**config.mk**
```make
export PLATFORM = sky130hd
export DESIGN_NAME = alu_arbiter
export DESIGN_NICKNAME = d
export VERILOG_FILES = /design/src/rtl/alu_pkg.sv /design/src/rtl/rr_pick.sv /design/src/rtl/alu_arbiter.sv
export SDC_FILE = /design/constraint.sdc
export NUM_CORES = 1
export LEC_CHECK = 0
export CAP_MARGIN = 5
export CORE_UTILIZATION = 34
export DETAILED_ROUTE_END_ITERATION = 10
export PLACE_DENSITY = 0.75
export SYNTH_ARGS = -nofsm -noshare
export SYNTH_HDL_FRONTEND = slang
export SYNTH_HIERARCHICAL = 1
export SYNTH_SLANG_ARGS = --single-unit
```
**constraint.sdc**
```tcl
create_clock -name clk -period 2.7 [get_ports clk]
set_input_delay 0.81 -clock clk [delete_from_list [all_inputs] [get_ports clk]]
set_output_delay 0.81 -clock clk [all_outputs]
set_load 0.05 [all_outputs]
```
**src/rtl/alu_pkg.sv**
```systemverilog
// alu_pkg: shared ALU opcodes, arbiter state encodings and carry-out helper
package alu_pkg;
  localparam logic [1:0] OP_PASS = 2'b00;
  localparam logic [1:0] OP_ADC  = 2'b01;
  localparam logic [1:0] OP_SUB  = 2'b10;
  localparam logic [1:0] OP_ZERO = 2'b11;
  typedef enum logic {ST_ARB, ST_LOCKED} state_t;
  // Carry (ADC) or borrow (SUB) recovered from operand and result sign bits
  function automatic logic alu_cout(input logic [1:0] op, input logic a7, input logic b7, input logic y7);
    return op == OP_ADC ? ((a7 & b7) | ((a7 | b7) & ~y7)) :
           op == OP_SUB ? ((~a7 & b7) | ((~a7 | b7) & y7)) : 1'b0;
  endfunction
endpackage

```
**src/rtl/rr_pick.sv**
```systemverilog
// rr_pick: round-robin picker, first candidate at or after ptr with wrap
module rr_pick #(
  parameter int N  = 2,
  parameter int IW = 1
) (
  input  logic [N-1:0]  cand,
  input  logic [IW-1:0] ptr,
  output logic [N-1:0]  gnt,
  output logic [IW-1:0] idx
);
  // Scan offsets from far to near so the nearest candidate wins
  always_comb begin
    gnt = '0;
    idx = '0;
    for (int k = N - 1; k >= 0; k--) begin
      if (cand[(int'(ptr) + k) % N]) begin
        gnt = '0;
        gnt[(int'(ptr) + k) % N] = 1'b1;
        idx = IW'((int'(ptr) + k) % N);
      end
    end
  end
endmodule

```
**src/rtl/alu_arbiter.sv**
```systemverilog
// alu_arbiter: round-robin sharing of one 8-bit ALU with lock bursts and carry chaining
module alu_arbiter
  import alu_pkg::*;
#(
  parameter int NREQ     = 2,
  parameter int LOCK_TMO = 15
) (
  input  logic              clk,
  input  logic              rst_n,
  input  logic [NREQ-1:0]   req_valid,
  output logic [NREQ-1:0]   req_ready,
  input  logic [2*NREQ-1:0] req_op,
  input  logic [8*NREQ-1:0] req_a,
  input  logic [8*NREQ-1:0] req_b,
  input  logic [NREQ-1:0]   req_cy,
  input  logic [NREQ-1:0]   req_chain,
  input  logic [NREQ-1:0]   req_lock,
  output logic [1:0]        alu_op,
  output logic [7:0]        alu_a,
  output logic [7:0]        alu_b,
  output logic              alu_cy,
  input  logic [7:0]        alu_y,
  input  logic              alu_st,
  output logic [NREQ-1:0]   rsp_valid,
  output logic [7:0]        rsp_y,
  output logic              rsp_st,
  output logic              rsp_cout
);
  localparam int IW = NREQ > 2 ? 2 : 1;
  state_t          state;
  logic [IW-1:0]   ptr, owner, idx, nxt;
  logic [NREQ-1:0] cand, gnt, owner_oh;
  logic [7:0]      tmo_cnt;
  logic            carry_q, acc, cout, lock_g;
  assign owner_oh = NREQ'(1) << owner;
  assign cand     = state == ST_LOCKED ? (req_valid & owner_oh) : req_valid;
  rr_pick #(.N(NREQ), .IW(IW)) u_pick (.cand(cand), .ptr(ptr), .gnt(gnt), .idx(idx));
  assign req_ready = rst_n ? gnt : '0;
  assign acc       = |req_ready;
  assign alu_op    = acc ? req_op[{idx, 1'b0} +: 2] : OP_PASS;
  assign alu_a     = acc ? req_a[{idx, 3'b000} +: 8] : 8'h00;
  assign alu_b     = acc ? req_b[{idx, 3'b000} +: 8] : 8'h00;
  assign alu_cy    = acc & (req_chain[idx] ? carry_q : req_cy[idx]);
  assign cout      = alu_cout(alu_op, alu_a[7], alu_b[7], alu_y[7]);
  assign lock_g    = req_lock[idx];
  assign nxt       = idx == IW'(NREQ - 1) ? '0 : idx + 1'b1;
  always_ff @(posedge clk or negedge rst_n) begin
    if (!rst_n) begin
      state     <= ST_ARB;
      ptr       <= '0;
      owner     <= '0;
      carry_q   <= 1'b0;
      tmo_cnt   <= '0;
      rsp_valid <= '0;
      rsp_y     <= '0;
      rsp_st    <= 1'b0;
      rsp_cout  <= 1'b0;
    end else begin
      rsp_valid <= acc ? gnt : '0;
      if (acc) begin
        rsp_y    <= alu_y;
        rsp_st   <= alu_st;
        rsp_cout <= cout;
        carry_q  <= cout;
        ptr      <= nxt;
      end
      if (state == ST_ARB) begin
        if (acc && lock_g) begin
          state   <= ST_LOCKED;
          owner   <= idx;
          tmo_cnt <= '0;
        end
      end else if (acc) begin
        tmo_cnt <= '0;
        if (!lock_g) state <= ST_ARB;
      end else if (tmo_cnt + 8'd1 == 8'(LOCK_TMO)) begin
        // Idle owner forfeits the lock; a stale chain carry must not leak to the next client
        state   <= ST_ARB;
        tmo_cnt <= '0;
        carry_q <= 1'b0;
      end else begin
        tmo_cnt <= tmo_cnt + 8'd1;
      end
    end
  end
endmodule

```
Word level (Yosys, flattened, before mapping)
Index checks and enable logic that the tools add are counted.
{ "totals": {"register_bits": 24, "out_inout_bits": 33} }
{ "op_classes": {"add_sub_neg": 3, "order_cmp": 5, "n_eq_ne": 3, "shifts": 4, "mux": 42, "bitwise_logic": 14, "reduce_logical": 6} }
{ "ops": {"columns": ["op", "count"], "rows": [
  ["8-bit two-way mux", 6],
  ["16-bit by 5-bit variable part select with 8-bit output", 2],
  ["1-bit two-way mux", 28],
  ["2-bit two-way mux", 6],
  ["8-bit by 1-bit adder with 8-bit output, second input constant", 1],
  ["8-bit by 4-bit == test with 1-bit output, second input constant", 1],
  ["1-bit bitwise AND", 5],
  ["1-bit by 2-bit < comparator with 1-bit output, second input constant", 2],
  ["1-bit bitwise OR", 4],
  ["4-bit by 3-bit variable part select with 2-bit output", 1],
  ["1-bit logical AND", 3],
  ["2-bit by 3-bit < comparator with 1-bit output, second input constant", 1],
  ["1-bit inverter", 3],
  ["1-bit adder, second input constant", 2],
  ["2-bit bitwise AND", 1],
  ["1-bit demux with 1-bit select", 2],
  ["2-bit by 1-bit == test with 1-bit output, second input constant", 1],
  ["2-bit == test, second input constant", 1],
  ["2-bit by 1-bit greater-or-equal comparator with 1-bit output, second input constant", 1],
  ["2-bit AND reduction", 1],
  ["2-bit nonzero test", 1],
  ["2-bit OR reduction", 1],
  ["1-bit by 1-bit << shifter with 2-bit output, first input constant", 1],
  ["1-bit bitwise AND, first input constant", 1],
  ["1-bit greater-or-equal comparator, second input constant", 1]
]} }

Longest topological paths before layout
Gate-level depths: netlist of run 1.
{ "depth": {"ltp_word": 21, "ltp_mapped": 9, "depth_no_buf": 8} }

By module
The synthesis of run 1 kept the hierarchy.
{ "by_module_without_submodules": {"columns": ["mod", "instances", "cells_each", "area_each_um2"], "rows": [
  ["alu_arbiter", 1, 175, 1481.4],
  ["rr_pick", 1, 4, 26.3]
]} }

Worst setup path before layout of run 1
Ideal clock, no wire load.
{ "synth_timing": {"path_type": "input -> output", "from": "input req_valid[0]", "to": "output alu_cy", "t_arrival_ns": 2.859, "required_ns": 1.890, "slack_ns": -0.969, "path_stages": 5, "path_cell_list": "a21boi_0 -> a21boi_0 -> o21ai_1 -> clkbuf_1 -> a211oi_1"} }
{ "synth_via": {"elab_cells_between_ends": 19, "classes_between": "mux (16); bitwise (2); reduce/logical (1)"} }
{ "synth_rtl": {"columns": ["item", "line", "source"], "rows": [
  ["from (decl)", "alu_arbiter.sv:10", "input logic [NREQ-1:0] req_valid,"],
  ["2-bit bitwise AND", "alu_arbiter.sv:36", "assign cand = state == ST_LOCKED ? (req_valid & owner_oh) : req_valid;"],
  ["2-bit two-way mux (*)", "alu_arbiter.sv:36", null],
  ["1-bit two-way mux (not written as such) (3 in series)", "rr_pick.sv:16", "if (cand[(int'(ptr) + k) % N]) begin"],
  ["2-bit two-way mux", "rr_pick.sv:16", null],
  ["2-bit two-way mux (*)", "rr_pick.sv:16", null],
  ["named net gnt[0]", "alu_arbiter.sv:32", "logic [NREQ-1:0] cand, gnt, owner_oh;"],
  ["2-bit two-way mux (*)", "alu_arbiter.sv:38", "assign req_ready = rst_n ? gnt : '0;"],
  ["2-bit OR reduction (*)", "alu_arbiter.sv:39", "assign acc = |req_ready;"],
  ["1-bit bitwise AND (*)", "alu_arbiter.sv:43", "assign alu_cy = acc & (req_chain[idx] ? carry_q : req_cy[idx]);"],
  ["to (decl)", "alu_arbiter.sv:21", "output logic alu_cy,"]
]} }
Mark *: on every way through the listed nets, which the timed path passes. The rest lies on a longest branch. The select of a mux whose other input is x is not followed.

Worst setup path in the final report of run 1
{ "layout_timing": {"from": "input req_valid[0]", "to": "output alu_cy"} }
{ "layout_via": {"elab_chain_cells": 11, "elab_cells_between_ends": 19, "classes_between": "mux (16); bitwise (2); reduce/logical (1)"} }
{ "layout_rtl": {"columns": ["item", "line", "source"], "rows": [
  ["2-bit bitwise AND", "alu_arbiter.sv:36", null],
  ["2-bit two-way mux (*)", "alu_arbiter.sv:36", null],
  ["named net cand[0]", "alu_arbiter.sv:32", null],
  ["1-bit two-way mux (not written as such) (3 in series)", "rr_pick.sv:16", null],
  ["1-bit two-way mux", "rr_pick.sv:16", null],
  ["1-bit two-way mux (*)", "rr_pick.sv:16", null],
  ["named net idx", "alu_arbiter.sv:31", "logic [IW-1:0] ptr, owner, idx, nxt;"],
  ["1-bit two-way mux (not written as such) (2 in series)", "alu_arbiter.sv:43", null],
  ["1-bit two-way mux (*)", "alu_arbiter.sv:43", null],
  ["1-bit bitwise AND (*)", "alu_arbiter.sv:43", null]
]} }
Marks and branches as above.

==> summary.txt, run 1 <==
Outcome
  • Status: complete, but fails checks
  • Failing checks: setup timing

Cells and area
  • Share of cells above drive strength 1: 38.2%
  • Seq. cell area: 602 um2
  • # diodes: 0
  • Multi-input gate area in the final layout: 1200 um2
  • Area growth, synth to finish: 128%
  • Design Area, Final: 3430 um2
  • Fill cells: 227
  • Final #Nets: 359

Drt
  • DR WL/cell: 18.8 um
  • Initial detailed-routing violation count: 77
  • Vias: 1825
  • Pre-Repair DR Iteration Count: 4
  • Remaining DRCs: 0
  • ANT nets after route: 0
  • Vias per cell: 5.20
  • Final wirelength: 6600 um

Yosys
  • Area contributors post-synth: dfrtp_1 40%, mux2i_1 13%, nand2_1 11%, nor2_1 6.7%, o21ai_1 2.0%
  • Most common cell in the netlist: nand2_1
  • Number of distinct library cells after synthesis: 38
  • Synth warnings: 6
  • Synthesized area: 1510 um2
  • Synth async-reset ratio: 100%
  • Post-synthesis cell count: 179
  • Post-synth EDFFs: 0
  • Post-Syn Nets: 236
  • Sequential element share of the synthesized area: 39.8%
  • Prevailing post-synth register cell: dfrtp_1
  • Yosys top cell area share: 39.8%
  • Avg Synthesized Cell Area: 8.42 um2
  • Synth area leader: dfrtp_1
  • Synth top cells by count: 45 x nand2_1, 27 x nor2_1, 24 x dfrtp_1, 19 x mux2i_1, 6 x o21ai_1
  • Post-synthesis register bit count: 24

Global routing
  • Largest net degree at the start of global routing: 17
  • Number of global-route vias before repair: 1859
  • GRT overflow: 0
  • All-Layer GR Usage: 28.7%
  • Initial antenna violation count: 0
  • First-pass GRT wire length: 9400 um

Placement
  • PortBufs: 87
  • Pre-CTS setup slack: -0.562 ns
  • Hpwl dp: 4110 um
  • Cell Area, Placed: 3070 um2
  • Gpl congestion: 0.782

Die
  • Die W: 68.6 um
  • Height of the die: 68.6 um
  • Num rows: 23
  • Initial Utilization: 36.6%
  • Core ar.: 4120 um2
  • Top-level port count: 88
  • Die ar.: 4700 um2

STA
  • Unrepaired setup endpoints after global routing: yes
  • Worst-margin pin slew: 0.521 ns
  • Hold Slack: 0.484 ns
  • Clock skew after layout: 0.0109 ns
  • Worst setup margin: -0.228 ns
  • Fin. Hold Viols: 0
  • Slew margin rel.: 65.1%
  • Count of pins over their slew limit: 0
  • Crit path time final: 2.93 ns
  • Fin crit share: 108%
  • Fmax: 0.342 GHz
  • Sum Neg Setup Slack: -3.19 ns
  • Endpoints failing setup: 19

Clocking
  • Clk slew on worst S/H paths: 0.09 ns
  • CTS hold repair buffers: 0
  • CTS Buf Count: 3
  • CTS Root Cell: clkbuf_8
  • CTS Buffer Depth: 2
  • # H-tree levels: 1
  • Clock Sink Count: 24
  • Worst-Skew Late Latency: 0.28 ns
  • CTS tree: yes

Critical path
  • Worst setup EP type: output pin
  • Slowest cell on the critical path: a211oi_4
  • Critical path's most frequent cell: buf_6
  • Crit-path cells: buf_6, a21boi_4, a21boi_4, buf_6, o21ai_4, buf_6, a211oi_4, buf_12
  • Data arrival, critical path: 2.12 ns
  • CP max FO: 5
  • CP startpoint: req_valid[0]
  • Max stage delay on crit path: 0.28 ns
  • Critical path launch point type: primary input
  • Critical path's top delay family: compound AO/OA/AOI/OAI gates
  • Buf/Inv on CP: 4
  • CP Class: primary input to output pin
  • Critical Path RT: 1.89 ns
  • Worst reg2reg startpoint: state

Power
  • Total power: 2670 uW
  • Sw Ratio: 44.0%
  • Power Density: 778 nW/um2
  • Max IR drop VDD: 0.511 mV
  • Int Power: 1500 uW
  • Logic pwr share: 67.0%
  • Leak pwr: 0.00148 uW
  • Switching pwr: 1170 uW
  • Sequential share of power: 21.0%
  • Clk pwr share: 12.0%

Flow run
  • Max_cap viols: 0

Hold path
  • Hold path startpoint: rsp_y[5]
  • Worst hold path class: flop to flop
-- stage by stage --
step	util [%]	std cells
after floorplan	-	179
after global placement	74.6	335
after global routing	83.4	351
final	83.4	351
after CTS	83.8	350
after detailed placement	74.6	335
-- cell families (layout without fill, tap and decap cells) --
logic type | count (synthesis) | after routing | synth area share, %
AOI/OAI and AO/OA | 30 | 30 | 13.9
muxes | 20 | 20 | 13.4
xor gates and xnor gates | 4 | 4 | 2.32
buffers and inverters | 11 | 133 | 3.24
and+or+nand+nor | 88 | 88 | 25.7
adders and majority gates | 2 | 2 | 1.66
DFF | 24 | 24 | 39.8
-- area by class of cell --
cell class,count,share of cell area (%)
well taps,50,1.82
multi-input cells,144,35.0
flip-flops and latches,24,17.5
repair buffers,126,43.2
clock inverters,1,0.875
clock buffers,3,1.20
inverters,3,0.328
-- routing by layer --
| metal | vias up | wire [um] | part of all wire (%) | track usage, % |
|---|---|---|---|---|
| li1 | 851 | - | - | - |
| met1 | 852 | 2280 | 35 | 29.9 |
| met2 | 96 | 3710 | 56 | 50.6 |
| met3 | 26 | 313 | 4.7 | 7.07 |
| met4 | 0 | 295 | 4.5 | 19.0 |
| met5 | - | 0 | 0 | 0 |
-- cells in the final DEF, fill, tap and decap left out, types with 2 or more instances in the layout --
cell type and count:
nand3_1 2, mux2i_2 2, buf_6 7, a211oi_4 2
nand2_1 45, dfrtp_1 23, mux2i_1 7, a21oi_1 3
nor2b_1 2, clkdlybuf4s50_1 64, o21ai_1 5, buf_12 28
o21ai_0 3, nor2_4 18, xor2_1 3, nor2_1 9
clkbuf_8 3, inv_1 2, and2b_2 2, nand2b_1 2
o211ai_1 2, and2_4 2, ha_1 2, mux2i_4 10
buf_4 27, a21boi_4 3, o21a_1 2
-- power by group through the flow --
stage / Sequential, uW / Combinational [uW] / Clock [uW]
after floorplan: 742 / 690 / 0
after global placement: 551 / 1500 / 0
after detailed placement: 553 / 1530 / 0
after CTS: 548 / 1770 / 324
after global routing: 570 / 1860 / 343
final: 559 / 1790 / 321
-- final timing paths --
kind / endpoint / slack [ns] / depth (start not counted)
setup reg to reg: tmo_cnt[7] / 0.29 / 10
setup / recovery: alu_cy / -0.23 / 8
max in group asynchronous: tmo_cnt[0] / 1.42 / 3
min in group asynchronous: tmo_cnt[4] / 1.07 / 3
hold reg to reg: rsp_y[5] / 0.48 / 2
hold / removal: rsp_y[5] / 0.48 / 2
-- registers in the layout, summed over array words and instances, names as in the netlist --
| name | flops |
|---|---|
| carry_q | 1 |
| rsp_st | 1 |
| rsp_y | 8 |
| tmo_cnt | 8 |
| rsp_cout | 1 |
| owner | 1 |
| state | 1 |
| rsp_valid | 2 |
| ptr | 1 |
-- timing repair --
action,CTS,global route
setup buffers,9,6
endpoints found under the setup margin,23,21
gates cloned,3,0
gates resized for setup,29,10
pin swaps,8,7
-- worst reg2reg max path, delay by kind of cell (launching register included) --
kind | cells | cell delay (ns)
buffers and inverters | 5 | 0.80
AND/OR/NAND/NOR | 1 | 0.18
flip-flops | 1 | 0.43
AO/OA/AOI/OAI | 4 | 0.89
(Power assumes the default switching activity.)
==> inputs of run 2 (changes only) <==
- CTS_CLUSTER_DIAMETER: unset -> 80
- PLACE_DENSITY: 0.75 -> 0.76
- SYNTH_HIERARCHICAL: 1 -> unset
==> run 2 against run 1 <==
Effect of this change: the flow still finishes with violations (setup timing); core utilization is 8.1 points lower; clock-buffer cell count stayed put; sequential share of layout area is 2.0 points higher; area after synthesis is 2.0% lower; global-route usage is 6.9 points lower; sequential cell count stayed put; critical path type unchanged; largest cell class unchanged; power is 9.4% lower; design area is 10% lower; critical path depth is 1 lower; worst hold slack better by 0.024 ns.
==> summary.txt, run 2 <==
Yosys
  • Synth Area in Compound Gates: 24.7% (+11 points)
  • Mux cell area share after synthesis: 8.21% (-5.1 points)
  • Post-Syn Nets: 200 (-15%)
  • Number of distinct library cells after synthesis: 45 (+18%)
  • Post-synthesis cell count: 143 (-20%)
  • Avg Synthesized Cell Area: 10.3 um2 (+23%)
  • Area contributors post-synth: dfrtp_1 41%, a22o_1 8.9%, mux2_2 6.9%, nand2_1 3.8%, o21ai_0 2.4%
  • Yosys top cell area share: 40.6% (+0.81 points)
  • Largest family of logic cells by synthesized area: compound AO/OA/AOI/OAI gates
  • Synth area leader: dfrtp_1
  • Most common cell in the netlist: dfrtp_1
  • Post-synthesis register bit count: 24 (unchanged)
  • Sequential element share of the synthesized area: 40.6% (+0.81 points)
  • Prevailing post-synth register cell: dfrtp_1
  • Synth top cells by count: 24 x dfrtp_1, 15 x a22o_1, 15 x nand2_1, 9 x mux2_2, 7 x o21ai_0
  • Post-synthesis simple-gate area fraction: 17.6% (-8.1 points)
  • Post-synthesis xor/xnor area fraction: 2.96% (+0.64 points)
  • Synth warnings: 0 (-6)
  • Post-synth EDFFs: 0 (unchanged)
  • Synth async-reset ratio: 100% (unchanged)
  • Adder-cell share of the synthesized area: 1.69% (+0.034 points)
  • Synthesized area: 1480 um2 (-2.0%)

STA
  • Fmax: 0.345 GHz (+0.87%)
  • Unrepaired setup endpoints after global routing: yes
  • Sum Neg Setup Slack: -3.06 ns (+0.139 ns)
  • Hold Slack: 0.509 ns (+0.0244 ns)
  • Clock skew after layout: 0.00253 ns (-0.00832 ns)
  • Worst setup margin: -0.202 ns (+0.0252 ns)
  • Fin crit share: 107% (-0.93 points)
  • Slew margin rel.: 45.5% (-20 points)
  • Crit path time final: 2.90 ns (-0.0252 ns)
  • Fin. Hold Viols: 0 (unchanged)
  • Endpoints failing setup: 18 (-1)
  • Count of pins over their slew limit: 0 (unchanged)
  • Worst-margin pin slew: 0.797 ns (+0.276 ns)

Critical path
  • Critical Path RT: 1.89 ns (about the same)
  • Max stage delay on crit path: 0.36 ns (+0.08 ns)
  • CP Class: primary input to output pin
  • Critical path's top delay family: simple AND/OR/NAND/NOR gates
  • CP max FO: 5 (unchanged)
  • Crit-path cells: buf_6, or3b_4, buf_4, and3_4, buf_4, a22o_4, buf_12
  • Data arrival, critical path: 2.09 ns (-0.03 ns)
  • Critical path's most frequent cell: buf_4
  • Critical path launch point type: primary input
  • R2R Setup Slk: 0.54 ns (+0.25 ns)
  • Worst setup EP type: output pin
  • Slowest cell on the critical path: or3b_4
  • Buf/Inv on CP: 4 (unchanged)

Clocking
  • Clock Sink Count: 24 (unchanged)
  • CTS tree: yes
  • Clk slew on worst S/H paths: 0.09 ns (about the same)
  • # H-tree levels: 1 (unchanged)
  • CTS Buf Count: 3 (unchanged)
  • CTS Buffer Depth: 2 (unchanged)
  • Worst-Skew Late Latency: 0.26 ns (-0.02 ns)
  • CTS Root Cell: clkbuf_8

Die
  • Top-level port count: 88 (unchanged)
  • Core ar.: 4090 um2 (-0.70%)
  • Initial Utilization: 36.2% (-0.48 points)
  • Height of the die: 67.9 um (-0.97%)
  • Die ar.: 4610 um2 (-1.9%)
  • Die W: 67.9 um (-0.97%)
  • Num rows: 23 (unchanged)

Placement
  • Cell Area, Placed: 2870 um2 (-6.4%)
  • Pre-CTS setup slack: -0.654 ns (-0.0925 ns)
  • Hpwl dp: 3840 um (-6.5%)
  • Gpl congestion: 0.841 (+7.5%)
  • PortBufs: 87 (unchanged)

Flow run
  • Max_cap viols: 0 (unchanged)

Drt
  • Vias per cell: 5.25 (+1.0%)
  • Pre-Repair DR Iteration Count: 4 (unchanged)
  • ANT nets after route: 0 (unchanged)
  • Remaining DRCs: 0 (unchanged)
  • Vias: 1639 (-10%)
  • Final wirelength: 5070 um (-23%)
  • Initial detailed-routing violation count: 64 (-17%)
  • DR WL/cell: 16.2 um (-14%)

Global routing
  • All-Layer GR Usage: 21.8% (-6.9 points)
  • Initial antenna violation count: 0 (unchanged)
  • GRT overflow: 0 (unchanged)
  • Largest net degree at the start of global routing: 17 (unchanged)
  • Number of global-route vias before repair: 1690 (-9.1%)
  • GR Util met2: 38.6% (-12 points)
  • Most used routing layer: met2
  • First-pass GRT wire length: 7510 um (-20%)
  • Met3 Use GR: 5.67% (-1.4 points)
  • GRT met1 Usage: 26.2% (-3.6 points)

Power
  • Leak pwr: 0.00134 uW (-9.5%)
  • Max IR drop VDD: 0.636 mV (+24%)
  • Power Density: 786 nW/um2 (+1.1%)

Cells and area
  • Share of cells above drive strength 1: 37.4% (-0.80 points)
  • Top flop regs: rsp_y (8), tmo_cnt (8), rsp_valid (2)
  • # diodes: 0 (unchanged)
  • Area growth, synth to finish: 108%
  • Final #Nets: 320 (-11%)
  • Design Area, Final: 3070 um2 (-10%)
  • Commonest non-fill, non-tap cell in the layout: clkdlybuf4s50_1
  • Final core occ: 75.2% (-8.1 points)
  • Commonest cells after routing, fill and taps aside: 63 x clkdlybuf4s50_1, 28 x buf_4, 24 x dfrtp_1

Outcome
  • Failing checks: setup timing
  • Status: complete, but fails checks

Hold path
  • Worst hold path class: flop to flop
[run 2: worst reg2reg max path: stages, from the launching register on]
cell and delay (ns):
dfrtp_1 0.46, or3b_4 0.40, buf_4 0.16, and3_4 0.17, buf_12 0.14, buf_4 0.15, a221oi_4 0.28, buf_4 0.20
nand2_1 0.06, o21ai_0 0.08
[run 2: layout make-up]
cell class	instances	area [um2]
well taps	50	62.6
flip-flops and latches	24	601
fillers	267	1010
multi-input cells	108	963
clock inverters	1	30.0
repair buffers	121	1360
inverters	5	18.8
clock buffers	3	41.3
[run 2: cells by family after synthesis]
group | Yosys count
xor gates and xnor gates | 5
buffers and inverters | 11
AOI/OAI and AO/OA | 43
DFF | 24
muxes | 11
and+or+nand+nor | 47
adders and majority gates | 2
[run 2: final timing paths]
path | cells past startpoint | endpoint | startpoint
min in group asynchronous | 2 | rsp_valid[0] | rst_n
max in group asynchronous | 4 | tmo_cnt[6] | rst_n
setup / recovery | 7 | alu_b[3] | req_valid[0]
hold reg to reg | 2 | rsp_y[7] | rsp_y[7]
hold / removal | 2 | rsp_y[7] | rsp_y[7]
setup reg to reg | 9 | tmo_cnt[1] | state
[run 2: report_power, final]
part           switching, uW  total, uW  internal [uW]  leakage (uW)
clock network            118        316            198     0.0000357
registers               89.1        553            464      0.000302
logic                    811       1550            737       0.00100
[run 2: per-stage QoR]
step	total power (uW)	cells
3_3_place_gp	1990	302
6_report	2420	312
5_1_grt	2530	312
4_1_cts	2390	312
2_1_floorplan	1390	143
3_5_place_dp	2010	302
[run 2: metal layers]
metal  wire length [um]  vias up  share of wire, %
li1                   -      782                 -
met1               2040      802                40
met2               2730       49                54
met3                241        6               4.8
met4                 60        0               1.2
met5                  0        -                 0
[run 2: what timing repair did]
action	CTS	global route
gates resized for setup	18	7
pin swaps	5	2
hold buffers	0	0
setup buffers	6	0
endpoints found under the setup margin	21	20
==> inputs of run 3 (changes only) <==
- CAP_MARGIN: 5 -> unset
- SLEW_MARGIN: unset -> 20
==> results of run 3 <==
No change in the layout: final DEF, timing and power equal those of run 2.
